<file path="config.mk">
export PLATFORM = sky130hd
export DESIGN_NAME = instr_fetch_unit
export DESIGN_NICKNAME = d
export VERILOG_FILES = /design/src/rtl/instr_fetch_unit.sv
export SDC_FILE = /design/constraint.sdc
export NUM_CORES = 1
export LEC_CHECK = 0
export CAP_MARGIN = 30
export CORE_MARGIN = 5
export CORE_UTILIZATION = 46
export CTS_BUF_LIST = sky130_fd_sc_hd__clkbuf_4
export DETAILED_ROUTE_END_ITERATION = 8
export PLACE_DENSITY_LB_ADDON = 0.12
export SLEW_MARGIN = 0
export SYNTH_ARGS = -nofsm -noshare
export SYNTH_HDL_FRONTEND = slang
export SYNTH_SLANG_ARGS = --single-unit
</file>
<file path="constraint.sdc">
create_clock -name clk -period 14.2 [get_ports clk]
set_clock_uncertainty 0.05 [all_clocks]
set_input_delay 2.84 -clock clk [delete_from_list [all_inputs] [get_ports clk]]
set_output_delay 2.84 -clock clk [all_outputs]
set_load 0.02 [all_outputs]
</file>
<file path="src/rtl/instr_fetch_unit.sv">
// -----------------------------------------------------------------------------
// instr_fetch_unit
//
// Sequential instruction fetch front end. Issues one word read at a time to
// instruction memory, captures the returned word together with its address,
// slices it into decode fields and presents it downstream with a valid/ready
// handshake. A redirect strobe retargets the fetch stream from any state; a
// read that is already outstanding when a redirect arrives is allowed to
// complete on the bus but its data is thrown away (squashed).
//
// Parameters
//   RESET_PC     fetch address loaded on reset
//
// Ports
//   clk          single clock, all state updates on its rising edge
//   rst          asynchronous active-high reset
//   mem_req      instruction memory read request (high only in FETCH)
//   mem_addr     word-aligned read address, held stable while mem_req is high
//   mem_ack      read-data-valid strobe from memory
//   mem_rdata    instruction word, sampled only when mem_ack is high
//   redirect     branch/jump redirect strobe
//   redirect_pc  redirect target; bits [1:0] are ignored (forced to zero)
//   out_valid    an instruction is presented downstream
//   out_ready    downstream accepts the presented instruction
//   ir           presented instruction word
//   opcode       ir[31:26]
//   reg1         ir[25:21]
//   reg2         ir[20:16]
//   reg3         ir[15:11]
//   offset       ir[10:0]
//   pc_out       address the presented instruction was fetched from
//   fetch_count  number of instructions accepted downstream (wraps)
// -----------------------------------------------------------------------------
module instr_fetch_unit #(
    parameter logic [31:0] RESET_PC = 32'h0000_0000
) (
    input  logic        clk,
    input  logic        rst,
    output logic        mem_req,
    output logic [31:0] mem_addr,
    input  logic        mem_ack,
    input  logic [31:0] mem_rdata,
    input  logic        redirect,
    input  logic [31:0] redirect_pc,
    output logic        out_valid,
    input  logic        out_ready,
    output logic [31:0] ir,
    output logic [5:0]  opcode,
    output logic [4:0]  reg1,
    output logic [4:0]  reg2,
    output logic [4:0]  reg3,
    output logic [10:0] offset,
    output logic [31:0] pc_out,
    output logic [31:0] fetch_count
);

    // FSM encoding
    localparam logic [1:0] IDLE  = 2'd0;
    localparam logic [1:0] FETCH = 2'd1;
    localparam logic [1:0] HOLD  = 2'd2;

    logic [1:0]  state;
    logic [31:0] pc;           // next address to fetch (latest target)
    logic        squash;       // outstanding read belongs to a stale stream
    logic [31:0] squash_addr;  // address of that stale outstanding read

    logic [31:0] target;
    logic        handshake;
    logic        unused_redirect_lsbs;

    // Targets are word aligned; the low two bits of redirect_pc carry no
    // information for this fetch unit.
    assign target               = {redirect_pc[31:2], 2'b00};
    assign unused_redirect_lsbs = ^redirect_pc[1:0];

    assign handshake = out_valid & out_ready;

    // mem_req is decoded straight from the state register so that an
    // asynchronous reset removes the request without waiting for a clock.
    assign mem_req = (state == FETCH);

    // While a squashed read is still outstanding the bus must keep showing
    // the address that read was issued with, even though pc already holds
    // the new target.
    assign mem_addr = squash ? squash_addr : pc;

    // -------------------------------------------------------------------------
    // Control: state, pc, squash tracking, handshake counter
    // -------------------------------------------------------------------------
    // NOTE: sequential state is updated with non-blocking assignments so every
    // register samples the pre-edge values of the others.
    always_ff @(posedge clk or posedge rst) begin
        if (rst) begin
            state       <= IDLE;
            pc          <= RESET_PC;
            squash      <= 1'b0;
            squash_addr <= 32'h0000_0000;
            fetch_count <= 32'h0000_0000;
        end else begin
            case (state)
                IDLE: begin
                    // Any memory acknowledge seen here is left over from
                    // before reset and is ignored.
                    state <= FETCH;
                    if (redirect) begin
                        pc <= target;
                    end
                end

                FETCH: begin
                    if (mem_ack) begin
                        squash <= 1'b0;
                        if (redirect) begin
                            // Data discarded, restart at the fresh target.
                            pc    <= target;
                            state <= FETCH;
                        end else if (squash) begin
                            // Stale data discarded; pc already holds the
                            // last redirect target.
                            state <= FETCH;
                        end else begin
                            state <= HOLD;
                        end
                    end else if (redirect) begin
                        pc     <= target;
                        squash <= 1'b1;
                        // Remember only the address of the read actually on
                        // the bus; later redirects just overwrite pc.
                        if (!squash) begin
                            squash_addr <= pc;
                        end
                    end
                end

                HOLD: begin
                    if (handshake) begin
                        state       <= FETCH;
                        fetch_count <= fetch_count + 32'd1;
                        pc          <= redirect ? target : pc + 32'd4;
                    end else if (redirect) begin
                        // Held instruction is dropped without being counted.
                        state <= FETCH;
                        pc    <= target;
                    end
                end

                default: begin
                    state  <= IDLE;
                    squash <= 1'b0;
                end
            endcase
        end
    end

    // -------------------------------------------------------------------------
    // Output register: instruction word, decode fields, pc_out, out_valid
    // -------------------------------------------------------------------------
    always_ff @(posedge clk or posedge rst) begin
        if (rst) begin
            out_valid <= 1'b0;
            ir        <= 32'h0000_0000;
            opcode    <= 6'h00;
            reg1      <= 5'h00;
            reg2      <= 5'h00;
            reg3      <= 5'h00;
            offset    <= 11'h000;
            pc_out    <= 32'h0000_0000;
        end else begin
            if (state == FETCH && mem_ack && !redirect && !squash) begin
                // Fields are registered alongside ir so they change in the
                // same cycle and need no decode logic on the output path.
                out_valid <= 1'b1;
                ir        <= mem_rdata;
                opcode    <= mem_rdata[31:26];
                reg1      <= mem_rdata[25:21];
                reg2      <= mem_rdata[20:16];
                reg3      <= mem_rdata[15:11];
                offset    <= mem_rdata[10:0];
                pc_out    <= pc;
            end else if (state == HOLD && (handshake || redirect)) begin
                out_valid <= 1'b0;
            end else if (state != HOLD) begin
                out_valid <= 1'b0;
            end
        end
    end

endmodule
</file>
Word level (Yosys, flattened, before mapping) --
Cells that the tools add are included.
Storage, ports and cells: flip-flop bits (word level) 196, input bits 69
Operators by class: bitwise operators 3, $add $sub $neg 2, equality and inequality tests 6, reductions and logical operators 16, mux-type cells 17
Operators by type and width (number):
- $mux 32 | 4
- $pmux 32 s2 | 1
- $add 32x1->32 const B | 1
- $add 32x3->32 const B | 1
- $mux 2 | 5
- $pmux 2 s3 | 1
- $reduce_and 2->1 | 3
- $mux 1 | 5
- $logic_and 1x1->1 | 4
- $reduce_or 2->1 | 2
- $ne 3x1->1 const B | 1
- $ne 3x3->1 const B | 1
- $reduce_and 3->1 | 1
- $reduce_bool 3->1 | 1
- $eq 2x1->1 const B | 1
- $eq 2x2->1 const B | 1
- $logic_not 1->1 | 2
- $logic_not 2->1 | 1
- $ne 2x1->1 const B | 1
- $ne 2x2->1 const B | 1
- $not 1->1 | 2
- $pmux 1 s2 | 1
- $reduce_bool 2->1 | 1
- $and 1x1->1 | 1
- $logic_or 1x1->1 | 1

Depth between registers and ports, before layout --
Gate-level depths: netlist (run 1).
depth after elaboration 5, mapped depth 9

Worst setup path after synthesis (run 1) --
Ideal clock, no wire load.
kind input -> register, from in redirect, to reg squash_addr[0], slack 9.821 ns, stages 5, setup time 0.125 ns, data arrival time 4.205 ns, buffers on the path 2, cells stage by stage clkbuf_1 -> inv_1 -> nor3b_1 -> buf_2 -> mux2_2
On the way: cells in the longest elaborated chain, start to end 1
Ends and longest elaborated chain:
- start, declared | RTL line 43 | input logic redirect,
- $reduce_and 3->1 (no line)
- end signal, assigned | RTL line 130 | squash_addr <= pc;
- end, declared | RTL line 65 | logic [31:0] squash_addr;
No other way between the ends. A chain may end at the register's enable or synchronous reset.

Final worst setup path (run 1) --
from reg squash, to out mem_addr[31]
On the way: cells in the longest elaborated chain, start to end 1
Ends and longest elaborated chain:
- start, declared | RTL line 64 | logic squash;
- start signal, assigned | RTL line 96 | squash <= 1'b0;
- start signal, assigned | RTL line 112 | squash <= 1'b0;
- start signal, assigned | RTL line 126 | squash <= 1'b1;
- $mux 32 | RTL line 85 | assign mem_addr = squash ? squash_addr : pc;
- end, declared | RTL line 40 | output logic [31:0] mem_addr,
No other way between the ends.

==> flow_metrics.py, run 1 <==
metrics = {
    "route": {
        "drt-initial-drc-count": 354,
        "drc_errors": 0,
        "wl_per_cell_um": 19.43,
        "vias": 6123,
        "avgViaCountPerCell": 5.649,
        "ant_nets": 0,
        "wl_um": 21060,
        "dr.pass1.iters": 6,
    },
    "placed_design": {
        "dp_hpwl_um": 15370,
        "place_congestion": 0.8654,
        "portBuffers": 228,
        "dp.cells": 1051,
    },
    "synth": {
        "syn-num-nets": 731,
        "ys_types": 51,
        "synth.top_cell.area_share_pct": 52.65,
        "yosysTopAreaCell": "dfrtp_1",
        "synthesis.area_um2": 7795,
        "synthXorXnorAreaFrac_pct": 3.483,
        "syn_area_per_cell_um2": 11.81,
        "dominantRegCellSynth": "dfrtp_1",
        "synthMuxAreaShare_pct": 18.35,
        "synthAdderAreaFrac_pct": 0.3210,
        "synth_compound_area_share_pct": 6.276,
        "ys_ff_latch": 164,
        "synth_warnings": 0,
        "async_reset_ff_share_pct": 100.0,
        "synth_cells": 660,
        "synthSimpleGateAreaFrac_pct": 13.61,
        "synth_area_leaders": "dfrtp_1 53%, mux2_2 18%, buf_4 3.1%",
        "yosysSeqAreaShare_pct": 52.65,
        "synth_top_family_by_area": "multiplexers",
        "synth-edff-count": 0,
    },
    "clocking": {
        "tritoncts": "yes",
        "clock_sinks": 164,
        "cts_setup_buffers": 0,
        "cts_root_buf": "clkbuf_4",
        "cts_made_buffers": 17,
        "clk_latency_ns": 0.55,
        "cts_resized": 0,
        "clk_pin_slew_ns": 0.14,
        "cts.hold.buffers_added": 0,
        "h-tree-depth": 4,
        "cts_max_path_buffers": 2,
    },
    "timing": {
        "max_freq_mhz": 177.8,
        "finalCriticalPeriod_ns": 5.624,
        "slew_violations": 0,
        "rsz0062_at_grt": "no",
        "hold_violations": 0,
        "finalCritPeriodShare_pct": 39.61,
        "slew_headroom_pct": 46.27,
        "tightestPinTransition_ns": 0.7998,
        "tns_ns": 0,
        "final-setup-viol-count": 0,
    },
    "power_and_ir_drop": {
        "netSwitchingFraction_pct": 37.38,
        "pwr-share-seq_pct": 36.7,
        "pwr-share-comb_pct": 48.3,
        "clock_power_share_pct": 15.0,
        "peakVddDrop_uv": 99.77,
        "p_leak_uw": 0.004127,
        "switchingPower_uw": 763.3,
        "intPower_uw": 1279,
        "p_per_area_nw_per_um2": 196.4,
    },
    "global_routing": {
        "grt_max_degree": 77,
        "grt_pass1_vias": 6206,
        "antenna_found_initial": 1,
        "grt-ovfl-total": 0,
        "grt_pass1_wl_um": 33990,
        "grt_use_total_pct": 21.48,
    },
    "floorplan": {
        "ios": 231,
        "dieArea_um2": 19650,
        "die_w_um": 140.2,
        "core-area_um2": 16580,
        "core.rowCount": 47,
        "die_y_um": 140.2,
        "initial_core_util_pct": 47.00,
    },
    "worst_setup_path": {
        "crit_path_end_kind": "output pin",
        "reg2reg_from": "squash$_DFFE_PP0P_",
        "r2r-end": "ir[14]$_DFFE_PP0P_",
        "rrSetupSlack_ns": 11.30,
        "critPathRequiredTime_ns": 11.31,
        "endpoint": "mem_addr[31]",
        "crit_fanout": 23,
        "worstSetupPathType": "reg -> out",
        "startpoint": "squash$_DFFE_PP0P_",
        "crit_path_cell_trace": "buf_4 -> mux2_2 -> clkdlybuf4s50_1",
        "reg2regPathDepth": 5,
        "crit_family": "buffers and inverters",
        "arrival_ns": 2.73,
        "cp_num_buf_inv": 2,
        "slowest_delay_ns": 0.78,
        "path_depth": 3,
        "slowest_stage": "dfrtp_1",
        "start_kind": "register",
    },
    "layout": {
        "fill_cells": 1349,
        "area.growth.synth_to_final_pct": 33.37,
        "final_cell_mix": "228 x clkdlybuf4s50_1, 164 x dfrtp_1, 127 x mux2_2, 42 x nand2_1, 31 x nor2_1",
        "diodes": 0,
        "finalNonFillerCells": 1084,
        "nets": 922,
        "drive_above_1_share_pct": 20.83,
        "final_common_cell": "clkdlybuf4s50_1",
    },
    "run": {
        "maxCapViolations": 0,
    },
    "run_status": {
        "status": "complete, no violations",
    },
    "min_path": {
        "hold_path.class": "reg -> reg",
    },
}
## how the worst min path moves through the flow
stage | start | endpoint | cells after the start
floorplan | squash_addr[17]$_DFFE_PP0P_ | squash_addr[17]$_DFFE_PP0P_ | 1
global placement | fetch_count[31]$_DFFE_PP0P_ | fetch_count[31]$_DFFE_PP0P_ | 1
detailed placement | fetch_count[31]$_DFFE_PP0P_ | fetch_count[31]$_DFFE_PP0P_ | 1
CTS | fetch_count[18]$_DFFE_PP0P_ | fetch_count[18]$_DFFE_PP0P_ | 1
global route | fetch_count[31]$_DFFE_PP0P_ | fetch_count[31]$_DFFE_PP0P_ | 1
finish | fetch_count[18]$_DFFE_PP0P_ | fetch_count[18]$_DFFE_PP0P_ | 1
## cell type report
type	instances	area (um^2)	area share, %
clock buffers	18	135.1	1.300
clock inverters	14	182.7	1.757
inverters	8	35.03	0.3370
multi-input cells	423	3289	31.64
flip-flops and latches	164	4104	39.48
well taps	220	275.3	2.648
repair buffers	237	2375	22.84
## flip-flops by register name (all words and copies together) (netlist names)
name / flops
pc: 32
state: 2
fetch_count: 32
pc_out: 32
out_valid: 1
ir: 32
squash: 1
squash_addr: 32
## metal layers
metal,global-route usage [%],wire length (um),vias to the layer above
met2,37.07,10760,244
met1,26.14,8484,3084
li1,-,-,2768
met5,0,16,-
met4,5.456,280,2
met3,6.851,1513,25
## cells by family (layout without fill, tap and decap cells)
family	after synthesis	in the layout
AOI/OAI and AO/OA	72	72
xor gates and xnor gates	31	31
adders and majority gates	2	2
buffers and inverters	73	277
DFF	164	164
muxes	127	127
and+or+nand+nor	191	191
## cells in the mapped netlist, types with 2 or more instances
cell type	instances
a211oi_1	9
a21oi_1	15
a311oi_1	9
a31oi_1	5
and2_1	5
and3_1	5
and4_1	7
buf_1	3
buf_2	15
buf_4	32
clkbuf_1	14
dfrtp_1	164
ha_1	2
inv_1	8
mux2_2	127
nand2_1	42
nand3_1	14
nand3b_1	2
nand4_1	23
nand4_2	3
nor2_1	32
nor2b_1	7
nor3_1	19
nor3b_1	2
nor4_1	12
nor4_2	2
o21a_1	2
o21ai_0	11
o22ai_1	8
o311ai_0	3
o32a_1	2
or3_1	6
or4_1	3
xnor2_1	26
xor2_1	5
## power groups by stage
stage / sequential (uW) / combinational [uW] / clock (uW)
after floorplan: 830 / 502 / 0
after detailed placement: 763 / 998 / 0
after global placement: 750 / 983 / 0
after global routing: 774 / 1040 / 335
after CTS: 752 / 1000 / 315
final: 750 / 986 / 306
## through the flow
stage	instance area, um^2	setup slack [ns]	hold WS, ns	utilization [%]	total power, uW
final	10400	8.576	0.4454	62.69	2042
after global routing	10400	8.429	0.4736	62.69	2152
after CTS	10390	8.528	0.4504	62.66	2068
after detailed placement	10070	8.441	0.4307	60.74	1760
after global placement	10030	7.956	0.4078	60.49	1732
after floorplan	7795	6.877	0.4250	-	1333
Note: power is estimated with default switching activity, not from simulation.
==> inputs of run 2 (changes only) <==
==> constraint.sdc (replaced) <==
create_clock -name clk -period 5.55 [get_ports clk]
set_clock_uncertainty 0.05 [all_clocks]
set_input_delay 1.11 -clock clk [delete_from_list [all_inputs] [get_ports clk]]
set_output_delay 1.11 -clock clk [all_outputs]
set_load 0.02 [all_outputs]
==> run 2 against run 1 <==
  * Final cell count is 0.18% lower
  * Die area stayed put
  * Combinational power grew to 2.5 times the previous value
  * Global-route usage is 0.60 points lower
  * Sequential cell count stayed put
  * Critical path depth is 1 lower
  * Sequential power grew to 2.6 times the previous value
  * First-iteration DRC count is 16% lower
  * Utilization is 0.26 points lower
  * Clock power is 140% higher
  * Worst hold slack worse by 0.0063 ns
==> flow_metrics.py, run 2 (synthesized netlist as in run 1, its figures left out) <==
metrics = {
    "run_status": {
        "status": "complete, no violations",
    },
    "placed_design": {
        "dp.cells": 1049,
        "placed_cell_area_um2": 10060,
        "portBuffers": 228,
        "dp_hpwl_um": 15150,
        "place_congestion": 0.8538,
    },
    "floorplan": {
        "ios": 231,
        "dieArea_um2": 19650,
        "core.rowCount": 47,
        "die_w_um": 140.2,
        "core-area_um2": 16580,
        "die_y_um": 140.2,
        "initial_core_util_pct": 47.00,
    },
    "layout": {
        "drive_above_1_share_pct": 20.79,
        "final_cell_mix": "228 x clkdlybuf4s50_1, 163 x dfrtp_1, 127 x mux2_2, 42 x nand2_1, 31 x nor2_1",
        "fill_cells": 1335,
        "area.growth.synth_to_final_pct": 32.81,
        "multi_input_area_um2": 3289,
        "final_core_utilization_pct": 62.43,
        "finalNonFillerCells": 1082,
        "fin_area_um2": 10350,
        "seqCellArea_um2": 4105,
        "final_common_cell": "clkdlybuf4s50_1",
        "nets": 919,
    },
    "clocking": {
        "clock_sinks": 164,
        "cts_setup_buffers": 0,
        "cts_max_path_buffers": 2,
        "cts_made_buffers": 17,
        "cts_resized": 0,
        "clk_pin_slew_ns": 0.14,
        "cts_root_buf": "clkbuf_4",
        "h-tree-depth": 4,
        "cts.hold.buffers_added": 0,
        "tritoncts": "yes",
        "clk_latency_ns": 0.56,
    },
    "worst_setup_path": {
        "start_kind": "register",
        "slowest_stage": "dfrtp_2",
        "arrival_ns": 2.56,
        "crit_path_end_kind": "output pin",
        "crit_fanout": 36,
        "slowest_delay_ns": 0.97,
        "worstSetupPathType": "reg -> out",
        "crit_path_cell_trace": "mux2_2 -> clkdlybuf4s50_1",
        "crit_family": "flip-flops",
        "critPathRequiredTime_ns": 4.39,
        "cp_num_buf_inv": 1,
    },
    "timing": {
        "tightestPinTransition_ns": 1.002,
        "finalCriticalPeriod_ns": 3.720,
        "slew_headroom_pct": 32.29,
        "finalCritPeriodShare_pct": 67.03,
        "max_freq_mhz": 268.8,
        "final-setup-viol-count": 0,
        "tns_ns": 0,
        "hold_violations": 0,
        "rsz0062_at_grt": "no",
        "slew_violations": 0,
    },
    "min_path": {
        "hold_path.class": "reg -> reg",
    },
    "route": {
        "drc_errors": 0,
        "ant_nets": 0,
        "dr.pass1.iters": 5,
        "wl_per_cell_um": 19.21,
        "avgViaCountPerCell": 5.528,
        "drt-initial-drc-count": 296,
        "wl_um": 20790,
        "vias": 5981,
    },
    "power_and_ir_drop": {
        "peakVddDrop_uv": 276.5,
        "p_total_uw": 5151,
        "p_leak_uw": 0.004081,
        "p_per_area_nw_per_um2": 497.6,
    },
    "global_routing": {
        "grt_pass1_vias": 6064,
        "antenna_found_initial": 2,
        "grt_pass1_wl_um": 32960,
        "grt-ovfl-total": 0,
        "grt_max_degree": 165,
        "grt_use_total_pct": 20.88,
    },
    "run": {
        "maxCapViolations": 0,
    },
}
==> run 2: changes by cell type in the layout (fill, tap and decap cells not counted), moves of 2 or more <==
cell        previous run  this run
clkinvlp_4             1         5
clkinv_2               5         2
buf_12                 0         2
buf_4                  6         4
bufinv_16              4         2
inv_6                  3         5
inv_8                  0         2
==> run 2: path summary, 6_finish.rpt <==
kind	from	to	slack [ns]	cells after the start
setup reg to reg	squash$_DFFE_PP0P_	ir[29]$_DFFE_PP0P_	2.74	4
hold / removal	fetch_count[31]$_DFFE_PP0P_	fetch_count[31]$_DFFE_PP0P_	0.44	1
hold reg to reg	fetch_count[31]$_DFFE_PP0P_	fetch_count[31]$_DFFE_PP0P_	0.44	1
setup / recovery	squash$_DFFE_PP0P_	mem_addr[30]	1.83	2
max in group asynchronous	rst	squash$_DFFE_PP0P_	3.72	3
min in group asynchronous	rst	fetch_count[29]$_DFFE_PP0P_	1.10	3
==> run 2: layout make-up <==
type	count	share of cell area, %
sequential	164	39.65
inverter	8	0.3263
clock buffer	17	1.233
tap	220	2.659
timing repair buffer	234	22.72
multi-input combinational	423	31.77
clock inverter	15	1.607
antenna	1	0.02417
==> run 2: metrics by stage <==
step / hold slack (ns) / setup slack (ns)
after floorplan: 0.4250 / 2.305
after global placement: 0.4074 / 1.752
after detailed placement: 0.4132 / 1.701
after CTS: 0.4399 / 1.779
after global routing: 0.4582 / 1.711
final: 0.4391 / 1.830
==> run 2: routing by layer <==
layer  GRT usage (%)  up-vias  share of wire [%]
met4           5.813        2                1.4
li1                -     2771                  -
met2           36.95      223                 52
met1           24.58     2964                 40
met3           6.374       21                6.6
met5               0        -              0.063
==> run 2: power by group <==
group          switching (uW)  internal [uW]
sequential                357           1590
clock                     449            278
combinational            1160           1320
total                    1970           3190
==> inputs of run 3 (changes only) <==
==> constraint.sdc (replaced) <==
create_clock -name clk -period 3.84 [get_ports clk]
set_clock_uncertainty 0.05 [all_clocks]
set_input_delay 0.768 -clock clk [delete_from_list [all_inputs] [get_ports clk]]
set_output_delay 0.768 -clock clk [all_outputs]
set_load 0.02 [all_outputs]
==> run 3 against run 2 <==
  * Final cell count up 0.37%
  * Non-clock buffer count up 6
  * Global-route usage up 0.22 points
  * Worst hold slack worse by 0.0037 ns
  * First-iteration DRC count up 54%
  * Critical path type unchanged
  * Largest cell class unchanged
  * Highest routed layer unchanged
==> flow_metrics.py, run 3 (synthesized netlist as in run 1, its figures left out) <==
metrics = {
    "route": {
        "dr.pass1.iters": 5,
        "vias": 6050,
        "wl_um": 20790,
        "ant_nets": 0,
        "drc_errors": 0,
        "drt-initial-drc-count": 455,
        "wl_per_cell_um": 19.14,
        "avgViaCountPerCell": 5.571,
    },
    "global_routing": {
        "antenna_found_initial": 1,
        "grt_pass1_wl_um": 33360,
        "grt_use_total_pct": 21.10,
        "grt_max_degree": 55,
        "grt_pass1_vias": 6158,
        "grt-ovfl-total": 0,
    },
    "floorplan": {
        "die_y_um": 140.2,
        "core-area_um2": 16580,
        "core.rowCount": 47,
        "dieArea_um2": 19650,
        "ios": 231,
        "die_w_um": 140.2,
        "initial_core_util_pct": 47.00,
    },
    "timing": {
        "worst_slack_ns": 0.4676,
        "finalCritPeriodShare_pct": 87.82,
        "tightestPinTransition_ns": 0.8962,
        "hold_violations": 0,
        "finalCriticalPeriod_ns": 3.372,
        "tns_ns": 0,
        "slew_headroom_pct": 39.80,
        "max_freq_mhz": 296.5,
        "slew_violations": 0,
        "fin_hold_ws_ns": 0.4354,
        "rsz0062_at_grt": "no",
        "final-setup-viol-count": 0,
    },
    "clocking": {
        "cts_root_buf": "clkbuf_4",
        "cts_max_path_buffers": 2,
        "h-tree-depth": 4,
        "tritoncts": "yes",
        "clock_sinks": 164,
        "cts.hold.buffers_added": 0,
        "clk_pin_slew_ns": 0.13,
        "cts_made_buffers": 17,
        "clk_latency_ns": 0.55,
        "cts_setup_buffers": 0,
        "cts_resized": 0,
    },
    "layout": {
        "fill_cells": 1332,
        "multi_input_area_um2": 3289,
        "final_cell_mix": "228 x clkdlybuf4s50_1, 163 x dfrtp_1, 127 x mux2_2, 42 x nand2_1, 31 x nor2_1",
        "seqCellArea_um2": 4105,
        "drive_above_1_share_pct": 21.13,
        "final_common_cell": "clkdlybuf4s50_1",
        "fin_area_um2": 10400,
        "nets": 925,
        "diodes": 0,
        "area.growth.synth_to_final_pct": 33.43,
        "finalNonFillerCells": 1086,
    },
    "power_and_ir_drop": {
        "netSwitchingFraction_pct": 37.56,
        "intPower_uw": 4654,
        "p_leak_uw": 0.004121,
        "clock_power_share_pct": 14.0,
        "pwr-share-comb_pct": 48.1,
        "peakVddDrop_uv": 396.8,
        "switchingPower_uw": 2800,
        "p_per_area_nw_per_um2": 716.6,
        "pwr-share-seq_pct": 37.9,
    },
    "worst_setup_path": {
        "critPathRequiredTime_ns": 3.02,
        "crit_fanout": 36,
        "rrSetupSlack_ns": 1.37,
        "worstSetupPathType": "reg -> out",
        "reg2regPathDepth": 4,
        "crit_path_end_kind": "output pin",
        "arrival_ns": 2.55,
        "start_kind": "register",
    },
    "placed_design": {
        "dp.cells": 1055,
        "portBuffers": 228,
        "dp_hpwl_um": 15150,
        "pre_cts_slack_ns": 0.6695,
        "placed_cell_area_um2": 10110,
        "place_congestion": 0.8433,
    },
    "run_status": {
        "status": "complete, no violations",
    },
    "min_path": {
        "hold_path_depth": 1,
        "hold_path.class": "reg -> reg",
    },
    "run": {
        "maxCapViolations": 0,
    },
}
==> run 3: worst paths after layout <==
check | startpoint | endpoint
worst max-delay path | squash$_DFFE_PP0P_ | mem_addr[30]
worst min-delay path | fetch_count[31]$_DFFE_PP0P_ | fetch_count[31]$_DFFE_PP0P_
worst max register to register | squash$_DFFE_PP0P_ | ir[22]$_DFFE_PP0P_
worst min register to register | fetch_count[31]$_DFFE_PP0P_ | fetch_count[31]$_DFFE_PP0P_
max in group asynchronous | rst | squash_addr[16]$_DFFE_PP0P_
min in group asynchronous | rst | squash_addr[1]$_DFFE_PP0P_
==> run 3: area by class of cell <==
class                      instances  area share [%]
clock inverter                    14           1.540
tap                              220           2.646
clock buffer                      17           1.227
sequential                       164           39.47
inverter                           8          0.3248
timing repair buffer             240           23.17
multi-input combinational        423           31.63
==> run 3: power by group through the flow <==
| stage | Combinational, uW | Sequential [uW] | Clock [uW] |
|---|---|---|---|
| 6_report | 3590 | 2820 | 1040 |
| 5_1_grt | 3790 | 2910 | 1150 |
| 4_1_cts | 3640 | 2830 | 1090 |
| 3_5_place_dp | 3630 | 2860 | 0 |
| 3_3_place_gp | 3590 | 2820 | 0 |
| 2_1_floorplan | 1860 | 3070 | 0 |
==> run 3: worst max-delay path, stage by stage (launching register included) <==
cell and delay, ns:
dfrtp_2 0.98, mux2_2 0.43, clkdlybuf4s50_1 0.60
==> run 3: layer usage <==
layer / vias up / share of wire, % / GRT usage, %
li1: 2776 / - / -
met1: 2971 / 40 / 25.67
met2: 262 / 50 / 36.01
met3: 39 / 7.6 / 6.339
met4: 2 / 2.3 / 6.833
met5: - / 0.038 / 0
==> run 3: metrics by stage <==
step / utilization, % / total power, uW
6_report: 62.72 / 7453
5_1_grt: 62.72 / 7859
4_1_cts: 62.72 / 7553
3_5_place_dp: 60.99 / 6492
3_3_place_gp: 60.99 / 6407
2_1_floorplan: - / 4929
==> RTL edit 1, RTL diff (settings of run 2) <==
Reset style: synchronous (`rst`), changed in 2 clocked blocks. Comments in the files are not updated.
--- a/src/rtl/instr_fetch_unit.sv
+++ b/src/rtl/instr_fetch_unit.sv
@@ -90,5 +90,5 @@
     // NOTE: sequential state is updated with non-blocking assignments so every
     // register samples the pre-edge values of the others.
-    always_ff @(posedge clk or posedge rst) begin
+    always_ff @(posedge clk) begin
         if (rst) begin
             state       <= IDLE;
@@ -156,5 +156,5 @@
     // Output register: instruction word, decode fields, pc_out, out_valid
     // -------------------------------------------------------------------------
-    always_ff @(posedge clk or posedge rst) begin
+    always_ff @(posedge clk) begin
         if (rst) begin
             out_valid <= 1'b0;
Check against the original RTL: differs if rst is asserted again (counterexample within 4 cycles, from zero or initial values and one cycle with rst high); with rst held inactive, the same outputs for 4 cycles.
==> RTL edit 1 against run 2 <==
Design area down 3.0%; maximum frequency up 8.3%; worst setup slack better by 280 ps; register-to-register slack better by 120 ps; area after synthesis down 1.6%; critical path depth up 1; via count up 19%; routed wire length up 7.0%; first-iteration DRC count up 67%; sequential cell count unchanged.
Power is not compared: it rests on default switching activity, and its combinational part moved more than twofold at a synthesized area within 25%.
==> RTL edit 1: results <==
metrics = {
    "cells_and_area": {
        "nNonClkBuffers": 237,
        "fill_cells": 1537,
        "bufAreaShareNonClock_pct": 23.37,
        "inv_count": 9,
        "multi_input_area_share_pct": 38.29,
        "fin_nets": 1156,
        "nMultiInputCombCells": 656,
        "clkCellAreaFrac_pct": 2.567,
    },
    "worst_hold_path": {
        "hold_path_depth": 2,
        "min_from": "pc_out[31]",
    },
    "synthesis": {
        "synth-adder-area-share_pct": 0.3262,
        "synth.area.top_cells": "dfxtp_1 43%, nand2_1 8.8%, a21oi_1 6.0%",
        "synth_compound_area_share_pct": 12.72,
        "synthFlopType": "dfxtp_1",
        "synth_xor_xnor_area_share_pct": 3.881,
        "synthMuxAreaShare_pct": 9.295,
        "synth_commonest_cells": "180 x nand2_1, 164 x dfxtp_1, 92 x a21oi_1",
        "seq_area_frac_synth_pct": 42.79,
    },
    "placement": {
        "hpwl_mm": 15.35,
        "place.gp.congestion": 0.8347,
        "pre_cts_slack_ps": 1806,
    },
    "detailed_routing": {
        "drtIter0Drc": 495,
        "wl_per_cell_um": 16.87,
        "vias_per_cell": 5.382,
        "wl_met3_mm": 1.518,
    },
    "critical_path": {
        "cpMaxStageDelayCell": "clkdlybuf4s50_1",
        "crit_end": "mem_addr[2]",
        "reg2reg_depth": 5,
        "rrSetupSlack_ps": 2860,
        "slowest_delay_ps": 570,
        "critical-path-top-delay-family": "buffers and inverters",
        "r2r-start": "state[0]",
        "r2r-end": "pc[27]",
        "cp-startpoint": "squash",
    },
    "global_routing": {
        "use_met3_pct": 6.172,
        "busiest_layer": "met2",
        "gr-usage-all-layers_pct": 22.43,
        "antenna_found_initial": 1,
        "grt_use_met2_pct": 34.52,
        "grt_pass1_vias": 6640,
        "use_met1_pct": 30.71,
    },
    "sta": {
        "setup_slack_ps": 2115,
        "tightest_slew_ps": 967.2,
    },
    "outcome": {
        "status": "finished clean",
    },
}
RTL edit 1: cell count changes in the layout (fill, tap and decap cells not counted), sizes merged, moves of 11 or more:
cell / before / now
nand2: 42 / 180
dfxtp: 0 / 164
mux2: 127 / 34
a21oi: 15 / 92
dfrtp: 164 / 0
mux2i: 0 / 33
nor2: 32 / 86
nand4: 26 / 15
nand3: 14 / 29
RTL edit 1: stage by stage:
stage                     instance area, um2  cells  hold WS [ps]  power [mW]
after detailed placement                9784   1286         396.2       1.600
after global routing                   10040   1318         434.6       2.354
final                                  10040   1318         410.0       2.249
after global placement                  9784   1286         390.9       1.596
after CTS                              10040   1318         414.5       2.273
after floorplan                         7672    929         388.0       1.450
RTL edit 1: kinds of logic after synthesis:
family                   after synthesis
AO/OA/AOI/OAI                        164
XOR/XNOR                              34
adder cells (fa/ha/maj)                2
AND/OR/NAND/NOR                      389
buffers and inverters                109
multiplexers                          67
flip-flops                           164
==> RTL edit 2, RTL diff (settings of run 2) <==
Made on the original files. Put one more register stage on the output `fetch_count`, with the module's reset. The value now appears one clock later. The other outputs are not delayed to match.
--- a/src/rtl/instr_fetch_unit.sv
+++ b/src/rtl/instr_fetch_unit.sv
@@ -60,4 +60,6 @@
     localparam logic [1:0] HOLD  = 2'd2;
 
+    logic [31:0] fetch_count_s0;
+
     logic [1:0]  state;
     logic [31:0] pc;           // next address to fetch (latest target)
@@ -96,5 +98,5 @@
             squash      <= 1'b0;
             squash_addr <= 32'h0000_0000;
-            fetch_count <= 32'h0000_0000;
+            fetch_count_s0 <= 32'h0000_0000;
         end else begin
             case (state)
@@ -136,5 +138,5 @@
                     if (handshake) begin
                         state       <= FETCH;
-                        fetch_count <= fetch_count + 32'd1;
+                        fetch_count_s0 <= fetch_count_s0 + 32'd1;
                         pc          <= redirect ? target : pc + 32'd4;
                     end else if (redirect) begin
@@ -186,3 +188,11 @@
     end
 
+    always_ff @(posedge clk or posedge rst) begin
+        if (rst) begin
+            fetch_count <= '0;
+        end else begin
+            fetch_count <= fetch_count_s0;
+        end
+    end
+
 endmodule
Formal check against the unedited RTL: not equivalent (Yosys sat finds a counterexample within 4 cycles, from zero or initial values and one cycle with rst high).
==> RTL edit 2 against run 2 <==
Sequential cell count increased by 32; worst setup slack got worse by 33 ps; design area increased by 8.0%; sequential share of layout area increased by 4.2 points; total power increased by 5.5%; first-iteration DRC count increased by 30%; area after synthesis increased by 11%; routed wire length increased by 3.2%; cell count increased by 5.5%; critical endpoint is now mem_addr[1]; largest power group unchanged.
==> RTL edit 2: results <==
metrics = {
    "outcome": {
        "status": "finished clean",
    },
    "cells_and_area": {
        "fin_nets": 963,
        "drive_above_1_share_pct": 19.45,
        "stdcell_count": 1141,
        "fill_cells": 1483,
    },
    "worst_hold_path": {
        "hold_path_depth": 0,
        "holdPathEnd": "fetch_count[11]",
        "min_from": "fetch_count_s0[11]",
        "hold_class": "reg2reg",
    },
    "clock_network": {
        "clk_latency_ps": 580,
        "numCtsBuffers": 17,
        "htreeDepth": 4,
        "post_cts_buffers": 0,
        "clk_path_buf_depth": 2,
        "cts-resized-gates": 0,
        "clk_pin_slew_ps": 160,
        "cts_root_buffer": "clkbuf_4",
    },
    "critical_path": {
        "crit_end": "mem_addr[1]",
        "r2r-start": "state[1]",
        "path_max_fanout": 41,
        "cp-startpoint": "squash",
        "rrSetupSlack_ps": 2740,
        "cpMaxStageDelayCell": "dfrtp_2",
        "critical-path-top-delay-family": "flip-flops",
        "slowest_delay_ps": 1010,
        "reg2reg_depth": 5,
        "crit_arrival_ps": 2590,
        "r2r-end": "pc[10]",
    },
    "global_routing": {
        "grt_max_degree": 197,
        "antenna_found_initial": 1,
        "gr-usage-all-layers_pct": 20.04,
        "grt_pass1_wl_mm": 34.73,
        "grt_pass1_vias": 6618,
    },
    "detailed_routing": {
        "detailedRoute.firstPassIterationCount": 5,
        "drtIter0Drc": 385,
        "vias_per_cell": 5.482,
        "wl_per_cell_um": 18.79,
    },
    "floorplan": {
        "rows": 50,
    },
    "synthesis": {
        "async_flop_share_pct": 100.0,
        "synth.area.top_cells": "dfrtp_1 57%, mux2_2 16%, buf_4 2.8%",
        "synth_commonest_cells": "196 x dfrtp_1, 121 x mux2_2, 45 x nand2_1",
        "synthFlopType": "dfrtp_1",
        "yosysWarnings": 0,
        "ys_types": 62,
        "seq_area_frac_synth_pct": 56.79,
        "synth_cells": 702,
        "syn_nets": 773,
    },
    "placement": {
        "port_buffers": 228,
        "hpwl_mm": 15.28,
        "place.gp.congestion": 0.8818,
    },
    "pwr": {
        "max-vdd-ir-drop_uv": 268.7,
        "p_leak_nw": 4.624,
    },
    "sta": {
        "maxSlewHeadroom_pct": 23.55,
        "whs_ps": 374.8,
    },
}
[RTL edit 2: changes by cell type after synthesis, sizes merged, moves of 5 or more]
cell    delta
mux2       -6
mux2i      +7
nor3       -6
a311oi     -7
dfrtp     +32
o21ai     +10
nand3      +7
and3       +6
nand4      -9
nor2b      -5
inv        +5
o32ai      +5
a211oi     -5
a21oi      +6
[RTL edit 2: logic make-up after synthesis]
family	Yosys count	share of synthesized area, %
AND/OR/NAND/NOR	177	10.97
adder cells (fa/ha/maj)	2	0.2897
buffers and inverters	76	5.085
flip-flops	196	56.79
AO/OA/AOI/OAI	91	7.041
XOR/XNOR	32	3.245
multiplexers	128	16.59
[RTL edit 2: routing by layer]
layer  track usage (%)  wire (um)  vias to the layer above
met3             5.336       1407                       34
met2             33.21      10610                      247
met5                 0          0                        -
li1                  -          -                     2879
met1             25.16       8928                     3095
met4             8.015        499                        0
[RTL edit 2: cell type report]
type                            instances  area [um2]  share of cell area (%)
Sequential cell                       196        4906                   43.89
Inverter                               13       52.55                  0.4702
Multi-Input combinational cell        430        3303                   29.55
Clock inverter                         15       146.4                   1.310
Antenna cell                            2       5.005                 0.04478
Tap cell                              234       292.8                   2.619
Timing Repair Buffer                  234        2344                   20.97
Clock buffer                           17       127.6                   1.142
[RTL edit 2: power by group]
part	switching (mW)	internal, mW	total [mW]
clock network	0.503	0.235	0.739
logic	1.19	1.32	2.51
registers	0.362	1.83	2.19
[RTL edit 2: per-stage QoR]
step	setup slack [ps]	area, um2
floorplan	1858	8641
global placement	1915	10890
detailed placement	1861	10900
CTS	1720	11170
global route	1525	11180
finish	1797	11180
